$ cat src/rtl/wb_arb_pkg.sv
// Shared constants for the Wishbone RAM arbiter and the round-robin picker.
// Also used by the DMA channel scheduler.
package wb_arb_pkg;

  typedef logic [1:0] arb_state_t;

  localparam arb_state_t IDLE  = 2'd0;
  localparam arb_state_t GRANT = 2'd1;
  localparam arb_state_t ABORT = 2'd2;

  localparam logic [2:0] CTI_CLASSIC = 3'b000;
  localparam logic [2:0] CTI_INCR    = 3'b010;
  localparam logic [2:0] CTI_END     = 3'b111;

  function automatic int idx_width(input int n);
    return (n > 1) ? $clog2(n) : 1;
  endfunction

endpackage

$ cat src/rtl/wb_rr_pick.sv
// Combinational round-robin picker: first requester after `last`, searching
// upward with wrap. The requester at `last` itself has lowest priority.
module wb_rr_pick #(
  parameter int nm = 4,
  parameter int iw = 2
) (
  input  logic [nm-1:0] req,
  input  logic [iw-1:0] last,
  output logic [nm-1:0] winner,
  output logic [iw-1:0] idx,
  output logic          valid
);

  always_comb begin
    int cand;
    winner = '0;
    idx    = '0;
    valid  = 1'b0;
    cand   = 0;
    for (int off = 1; off <= nm; off++) begin
      cand = int'(last) + off;
      if (cand >= nm) cand = cand - nm;
      if (!valid && req[cand]) begin
        valid        = 1'b1;
        winner[cand] = 1'b1;
        idx          = iw'(cand);
      end
    end
  end

endmodule

$ cat src/rtl/wb_ram_arbiter.sv
// Round-robin Wishbone B3 arbiter sharing one slave among nm masters, holding
// the grant for a whole cyc frame, with a per-grant watchdog that aborts with err.
module wb_ram_arbiter
  import wb_arb_pkg::*;
#(
  parameter int nm             = 4,
  parameter int dw             = 32,
  parameter int aw             = 32,
  parameter int timeout_cycles = 255,
  parameter int tw             = 8
) (
  input  logic             wb_clk_i,
  input  logic             wb_rst_n_i,
  input  logic [nm*aw-1:0] wbm_adr_i,
  input  logic [nm*dw-1:0] wbm_dat_i,
  input  logic [nm*4-1:0]  wbm_sel_i,
  input  logic [nm*3-1:0]  wbm_cti_i,
  input  logic [nm*2-1:0]  wbm_bte_i,
  input  logic [nm-1:0]    wbm_we_i,
  input  logic [nm-1:0]    wbm_cyc_i,
  input  logic [nm-1:0]    wbm_stb_i,
  output logic [nm-1:0]    wbm_ack_o,
  output logic [nm-1:0]    wbm_err_o,
  output logic [nm-1:0]    wbm_rty_o,
  output logic [dw-1:0]    wbm_dat_o,
  output logic [aw-1:0]    wbs_adr_o,
  output logic [dw-1:0]    wbs_dat_o,
  output logic [3:0]       wbs_sel_o,
  output logic [2:0]       wbs_cti_o,
  output logic [1:0]       wbs_bte_o,
  output logic             wbs_we_o,
  output logic             wbs_cyc_o,
  output logic             wbs_stb_o,
  input  logic             wbs_ack_i,
  input  logic             wbs_err_i,
  input  logic             wbs_rty_i,
  input  logic [dw-1:0]    wbs_dat_i,
  output logic [nm-1:0]    grant_o
);

  localparam int IW = idx_width(nm);

  arb_state_t    state_q, state_d;
  logic [nm-1:0] grant_q, grant_d;
  logic [IW-1:0] last_q, last_d;
  logic [tw-1:0] wd_q, wd_d;

  logic [nm-1:0] pick_onehot;
  logic [IW-1:0] pick_idx;
  logic          pick_valid;

  logic g_cyc, g_stb, g_we, slv_resp, expire, fwd, bus_active;

  wb_rr_pick #(.nm(nm), .iw(IW)) u_pick (
    .req    (wbm_cyc_i),
    .last   (last_q),
    .winner (pick_onehot),
    .idx    (pick_idx),
    .valid  (pick_valid)
  );

  assign g_cyc    = |(grant_q & wbm_cyc_i);
  assign g_stb    = |(grant_q & wbm_stb_i);
  assign g_we     = |(grant_q & wbm_we_i);
  assign slv_resp = wbs_ack_i | wbs_err_i | wbs_rty_i;

  // A slave response arriving on the expiry cycle wins, so expiry requires no response.
  assign expire = (timeout_cycles != 0) && (state_q == GRANT) && g_cyc && g_stb &&
                  !slv_resp && (wd_q == tw'(timeout_cycles));

  always_ff @(posedge wb_clk_i or negedge wb_rst_n_i) begin
    if (!wb_rst_n_i) begin
      state_q <= IDLE;
      grant_q <= '0;
      last_q  <= IW'(nm - 1);
      wd_q    <= '0;
    end else begin
      state_q <= state_d;
      grant_q <= grant_d;
      last_q  <= last_d;
      wd_q    <= wd_d;
    end
  end

  always_comb begin
    state_d = state_q;
    grant_d = grant_q;
    last_d  = last_q;
    wd_d    = '0;
    case (state_q)
      IDLE: begin
        if (pick_valid) begin
          state_d = GRANT;
          grant_d = pick_onehot;
          last_d  = pick_idx;
        end
      end
      GRANT: begin
        if (!g_cyc) begin
          state_d = IDLE;
          grant_d = '0;
        end else if (expire) begin
          state_d = ABORT;
        end else if ((timeout_cycles != 0) && g_stb && !slv_resp) begin
          wd_d = wd_q + 1'b1;
        end
      end
      ABORT: begin
        if (!g_cyc) begin
          state_d = IDLE;
          grant_d = '0;
        end
      end
      default: begin
        state_d = IDLE;
        grant_d = '0;
      end
    endcase
  end

  assign fwd        = (state_q == GRANT);
  assign bus_active = fwd && !expire;

  // AND-OR mux: with no grant every muxed field collapses to zero.
  always_comb begin
    wbs_adr_o = '0;
    wbs_dat_o = '0;
    wbs_sel_o = '0;
    wbs_cti_o = '0;
    wbs_bte_o = '0;
    for (int k = 0; k < nm; k++) begin
      if (grant_q[k]) begin
        wbs_adr_o = wbs_adr_o | wbm_adr_i[k*aw +: aw];
        wbs_dat_o = wbs_dat_o | wbm_dat_i[k*dw +: dw];
        wbs_sel_o = wbs_sel_o | wbm_sel_i[k*4 +: 4];
        wbs_cti_o = wbs_cti_o | wbm_cti_i[k*3 +: 3];
        wbs_bte_o = wbs_bte_o | wbm_bte_i[k*2 +: 2];
      end
    end
    wbs_cyc_o = bus_active & g_cyc;
    wbs_stb_o = bus_active & g_stb;
    wbs_we_o  = bus_active & g_we;
  end

  for (genvar gi = 0; gi < nm; gi++) begin : g_resp
    assign wbm_ack_o[gi] = grant_q[gi] & fwd & wbs_ack_i;
    assign wbm_err_o[gi] = grant_q[gi] & ((fwd & wbs_err_i) | expire);
    assign wbm_rty_o[gi] = grant_q[gi] & fwd & wbs_rty_i;
  end

  assign wbm_dat_o = wbs_dat_i;
  assign grant_o   = grant_q;

endmodule
$ cat config.mk
export PLATFORM = sky130hd
export DESIGN_NAME = wb_ram_arbiter
export DESIGN_NICKNAME = d
export VERILOG_FILES = /design/src/rtl/wb_arb_pkg.sv /design/src/rtl/wb_rr_pick.sv /design/src/rtl/wb_ram_arbiter.sv
export SDC_FILE = /design/constraint.sdc
export NUM_CORES = 1
export LEC_CHECK = 0
export BUFFER_PORTS_ARGS = -buffer_cell sky130_fd_sc_hd__buf_2
export CAP_MARGIN = 25
export CORE_AREA = 5 5 180 182
export CTS_CLUSTER_SIZE = 12
export DETAILED_ROUTE_END_ITERATION = 10
export DIE_AREA = 0 0 185 187
export HOLD_SLACK_MARGIN = 0.12
export SLEW_MARGIN = 10
export SYNTH_ARGS = -nofsm -noshare
export SYNTH_HDL_FRONTEND = slang
export SYNTH_SLANG_ARGS = --single-unit
$ cat constraint.sdc
create_clock -name wb_clk_i -period 2.4 [get_ports wb_clk_i]
set_input_delay 0.12 -clock wb_clk_i [delete_from_list [all_inputs] [get_ports wb_clk_i]]
set_output_delay 0.12 -clock wb_clk_i [all_outputs]
set_load 0.02 [all_outputs]
## Word-level counts from Yosys, hierarchy flattened

Cells that the tools add are included.

- $lt $le $gt $ge: 12
- Bitwise logic cells: 44
- Eq/ne operators: 7
- Reduce and logical (&&, ||, !) cells: 26
- Multiplexer cells: 68
- Add/sub/neg operators: 9

Operators by type and width:

| cell | number |
|---|---|
| 32-bit two-way mux | 12 |
| 32-bit bitwise OR | 6 |
| 32-bit by 1-bit greater-or-equal comparator with 1-bit output, second input constant | 4 |
| 32-bit by 4-bit greater-or-equal comparator with 1-bit output, second input constant | 4 |
| 32-bit by 4-bit less-than comparator with 1-bit output, second input constant | 4 |
| 32-bit by 4-bit subtractor with 32-bit output, second input constant | 4 |
| 4-bit two-way mux | 10 |
| 8-bit two-way mux | 4 |
| 2-bit two-way mux | 12 |
| 4-bit bitwise OR | 6 |
| 1-bit AND | 20 |
| 1-bit two-way mux | 16 |
| 1-bit logical AND | 13 |
| 4-bit AND | 3 |
| 3-bit two-way mux | 4 |
| 4-bit OR reduction | 3 |
| 3-bit bitwise OR | 3 |
| 8-bit by 1-bit adder with 8-bit output, second input constant | 1 |
| 1-bit binary-select mux with 2-bit select | 4 |
| 1-bit demux with 2-bit select | 4 |
| 8-bit == test, second input constant | 1 |
| 4-bit case mux with 2 select lines | 1 |
| 2-bit by 2-bit adder with 3-bit output, second input constant | 2 |
| 2-bit != test, second input constant | 3 |
| other kinds (13) | 22 |

- Bits in registers: 16
- Word-level logic and storage cells: 170
- Input port bits: 341

## Depth between registers and ports, before layout

- Depth in word-level cells: 18
- Depth in mapped cells: 9

## Hierarchy

From an unflattened synthesis, not the netlist that was laid out.

- Cells, all modules: 471
- Area total of the unflattened synthesis: 3478.3 um^2

Modules (own cells, without submodules):

| module | times used | sequential area each (um^2) | area an instance (um^2) | cells an instance |
|---|---|---|---|---|
| wb_ram_arbiter | 1 | 402.9 | 2841.5 | 391 |
| wb_rr_pick | 1 | 0.0 | 636.9 | 80 |

## Worst setup path before layout

No wires, ideal clock.

- Path type: register to register
- Start point: register last_q[0]
- End point: register grant_q[0] (netlist: grant_o[0])
- Data required time: 2.275 ns
- Arrival: 2.087 ns
- Setup slack: 0.187 ns
- Stages on the path, launching flop included: 10
- Period minus slack after synthesis: 2.213 ns
- Library setup time: 0.125 ns
- Path through: dfstp_2 -> buf_4 -> buf_6 -> inv_1 -> ha_1 -> mux4_2 -> a21oi_1 -> nor3_1 -> a221oi_1 -> o2bb2ai_1

- Cells in the longest elaborated chain, start to end: 18

RTL lines:

| element | RTL line | RTL |
|---|---|---|
| start, declared | wb_ram_arbiter.sv:45 | `logic [IW-1:0] last_q, last_d;` |
| start signal, assigned | wb_ram_arbiter.sv:75 | `last_q <= IW'(nm - 1);` |
| start signal, assigned | wb_ram_arbiter.sv:80 | `last_q <= last_d;` |
| branches (longest 18 deep; another with 32-bit by 4-bit subtractor with 32-bit output) | -- |  |
| end signal, assigned | wb_ram_arbiter.sv:79 | `grant_q <= grant_d;` |
| end, declared | wb_ram_arbiter.sv:44 | `logic [nm-1:0] grant_q, grant_d;` |

Several ways; the timed one is not identified. The select of a mux whose other input is x is not followed.
A chain may end at the register's enable or synchronous reset.

## Worst setup path after layout

- Start point: register last_q[0]
- End point: register grant_q[1] (netlist: grant_o[1])

The elaborated chain is that of the path after synthesis.

==> flow_summary.ini <==
[min_path]
hold_path_end = wbm_dat_o[12]
hold_depth = 0
hp-start = wbs_dat_i[12]
hp-class = input port to primary output

[die]
die_w_um = 185
dieArea_sq_um = 34600
fp.dieH_um = 187
core_area_sq_um = 30430
io_pins = 465
num_rows = 64
initial_utilization_pct = 10.73

[global_route]
grt_max_degree = 44
grt_pass1_vias = 4894
grt_overflow = 0
grt_pass1_wl_mm = 31.61
antenna_found_initial = 5
grtUsageTotal_pct = 11.92

[route]
drtAntennaViolNets = 0
viasPerCell = 4.319
dr_total_vias = 5131
drtIter0Drc = 296
avgRoutedWirePerCell_um = 19.65
dr.pass1.iters = 6
drc_errors = 0
wirelength_mm = 23.34

[pwr]
pwr_density_cell_nw_per_um2 = 885.8
power_frac_seq_pct = 7.9
max-vdd-ir-drop_mv = 0.5253
pwr-share-clk_pct = 7.7
swShare_pct = 58.66
p_int_uw = 2029
pwr-share-comb_pct = 84.4
leakage_uw = 0.002959
power_switching_uw = 2879

[setup_path]
path_max_fanout = 6
crit_type = flop to flop
r2r-end = grant_o[1]
crit_path_end_kind = flop
required_ns = 2.53
r2r_slack_ns = 0.23
arrival_ns = 2.30
rr_worst_depth = 7
reg2reg_from = last_q[0]
startpoint_type = flop

[layout]
syn2layout_area_growth_pct = 69.72
utilization_pct = 18.21
final_layout_size_suffix_gt1_share_pct = 55.77
layout.nets = 1143

[yosys]
syn_area_sq_um = 3264
synth-edff-count = 0
synth_flop_cell = dfrtp_1
ys_seq_area_share_pct = 12.34
async_flop_share_pct = 100.0
synthCells = 448
synth_cell_types = 46
post_synth.cell_area_avg_sq_um = 7.287
yosys.area.top_type = a22oi_1
ys_top_cells_by_area = a22oi_1 (35%), dfrtp_1 (11%), nand2_1 (9.5%)
synth-seq-cells = 16
syn_nets = 801
synth_top_area_share_pct = 34.96
synth_warnings = 0

[timing]
fin_skew_ns = 0.004730
fmax_ghz = 0.4611
rsz0062_at_grt = no
relSlewSlack_pct = 65.13
worst_pin_slew_ns = 0.5230
period_share_pct = 90.35
final_max_slew_viol_count = 0
fin_crit_ns = 2.169
hold_violations = 0
setup_viol = 0
tns_ns = 0

[cts]
clk_pin_slew_worst_paths_ns = 0.06
cts_inserted_buffers = 3
clock_path_buffers = 2
clk_latency_ns = 0.25
tritoncts = done
clkSinkCount = 16
cts_resized = 0
clockRootBuffer = clkbuf_16
cts_htree_levels = 1

[status]
status = completed

[place]
io_buffers = 400
dp_hpwl_mm = 20.23
gp_congestion = 0.8480

[job]
drv_cap = 0
-- synthesized netlist by cell type, types with 2 or more instances --
cell	number
or2_1	2
and3_1	8
nor3_1	6
buf_2	7
xor2_1	2
and2_1	4
nand3_1	6
ha_1	12
buf_1	5
o2bb2ai_1	4
clkbuf_1	28
a211o_1	3
buf_6	3
o21ai_0	4
nand2b_1	4
mux4_2	4
and4_1	2
nor2b_1	7
a221oi_1	4
a21oi_1	11
nor2_2	5
dfstp_2	2
o21ai_1	2
nand2_1	83
nand3b_1	3
dfrtp_1	14
nor2_1	3
a22oi_1	152
inv_1	5
buf_4	34
xnor2_1	4
-- layout make-up --
class                   count  area [sq um]
fillers                  3503         24890
multi-input cells         350          2395
flip-flops and latches     16         412.9
repair buffers            414          2122
well taps                 396         495.5
clock buffers               4         88.84
diodes                      3         7.507
inverters                   5         18.77
-- layer usage --
metal  vias up  GRT usage (%)  wire (um)
li1       2369              -          -
met1      2417          14.59       8991
met2       323          19.19      10730
met3        18          5.970       3442
met4         4          1.863        147
met5         -              0         27
-- sequential cells by signal, summed over array words and instances, names as in the netlist --
name and cells:
last_q 2, state_q 2, wd_q 8, grant_o 4
-- power groups by stage --
stage,logic (uW),clock network (uW),registers [uW]
4_1_cts,4240,380,387
5_1_grt,4590,383,395
3_3_place_gp,4170,0,388
2_1_floorplan,2600,0,394
3_5_place_dp,4220,0,392
6_report,4140,377,387
-- cell usage in the layout (no fill, tap or decap), types with 2 or more instances in the layout --
cell       netlist  layout
ha_1            12      12
dfrtp_2          0       2
and3_1           8       8
nand2b_1         4       4
and4_1           2       2
dfrtp_1         14      10
nor2_1           3       3
nand3b_1         3       3
dfrtp_4          0       2
a22oi_1        152     152
inv_1            5       5
and2_1           4       4
a21oi_1         11      11
clkbuf_16        0       3
mux4_2           4       4
xor2_1           2       2
buf_4           34      12
o21ai_0          4       4
o21ai_1          2       2
nand2_1         83      83
nand3_1          6       6
or2_1            2       2
nor2_2           5       5
a211o_1          3       3
a221oi_1         4       4
o2bb2ai_1        4       4
buf_2            7     400
diode_2          0       3
xnor2_1          4       4
dfstp_2          2       2
nor2b_1          7       7
nor3_1           6       6
-- how the worst max path moves through the flow --
| stage | startpoint | endpoint | slack (ns) | cells after the start |
|---|---|---|---|---|
| 2_1_floorplan | last_q[0] | grant_o[0] | 0.19 | 9 |
| 3_3_place_gp | last_q[0] | grant_o[2] | 0.37 | 7 |
| 3_5_place_dp | last_q[0] | grant_o[1] | 0.27 | 7 |
| 4_1_cts | last_q[0] | grant_o[1] | 0.26 | 7 |
| 5_1_grt | last_q[0] | grant_o[1] | 0.09 | 7 |
| 6_report | last_q[0] | grant_o[1] | 0.23 | 7 |
-- through the flow --
stage | power (uW) | setup WS, ns | std cells | instance area [sq um] | hold WS, ns
floorplan | 2992 | 0.1874 | 448 | 3264 | -0.1756
global placement | 4561 | 0.3667 | 1180 | 5434 | 0.06146
detailed placement | 4613 | 0.2678 | 1180 | 5434 | 0.07348
CTS | 5007 | 0.2568 | 1185 | 5533 | 0.2401
global route | 5366 | 0.08641 | 1188 | 5540 | 0.2400
finish | 4908 | 0.2315 | 1188 | 5540 | 0.2400
-- critical path, cell delays in order (launching register included) --
cell	delay, ns
dfstp_2	0.53
inv_1	0.08
ha_1	0.40
mux4_2	0.39
a21oi_1	0.23
nor3_1	0.07
a221oi_1	0.24
o2bb2ai_1	0.10
-- kinds of logic after synthesis --
family | share of synthesized area (%)
xor gates and xnor gates | 1.610
AOI/OAI and AO/OA | 44.00
adders and majority gates | 4.599
buffers and inverters | 14.30
muxes | 3.220
and+or+nand+nor | 19.93
DFF | 12.34
-- what timing repair did --
action | CTS | global route
hold endpoints to repair | 16 | 0
setup endpoints to repair | 0 | 0
hold buffers | 1 | 0
buffers inserted | 0 | 0
Note: power is estimated with default switching activity, not from simulation.
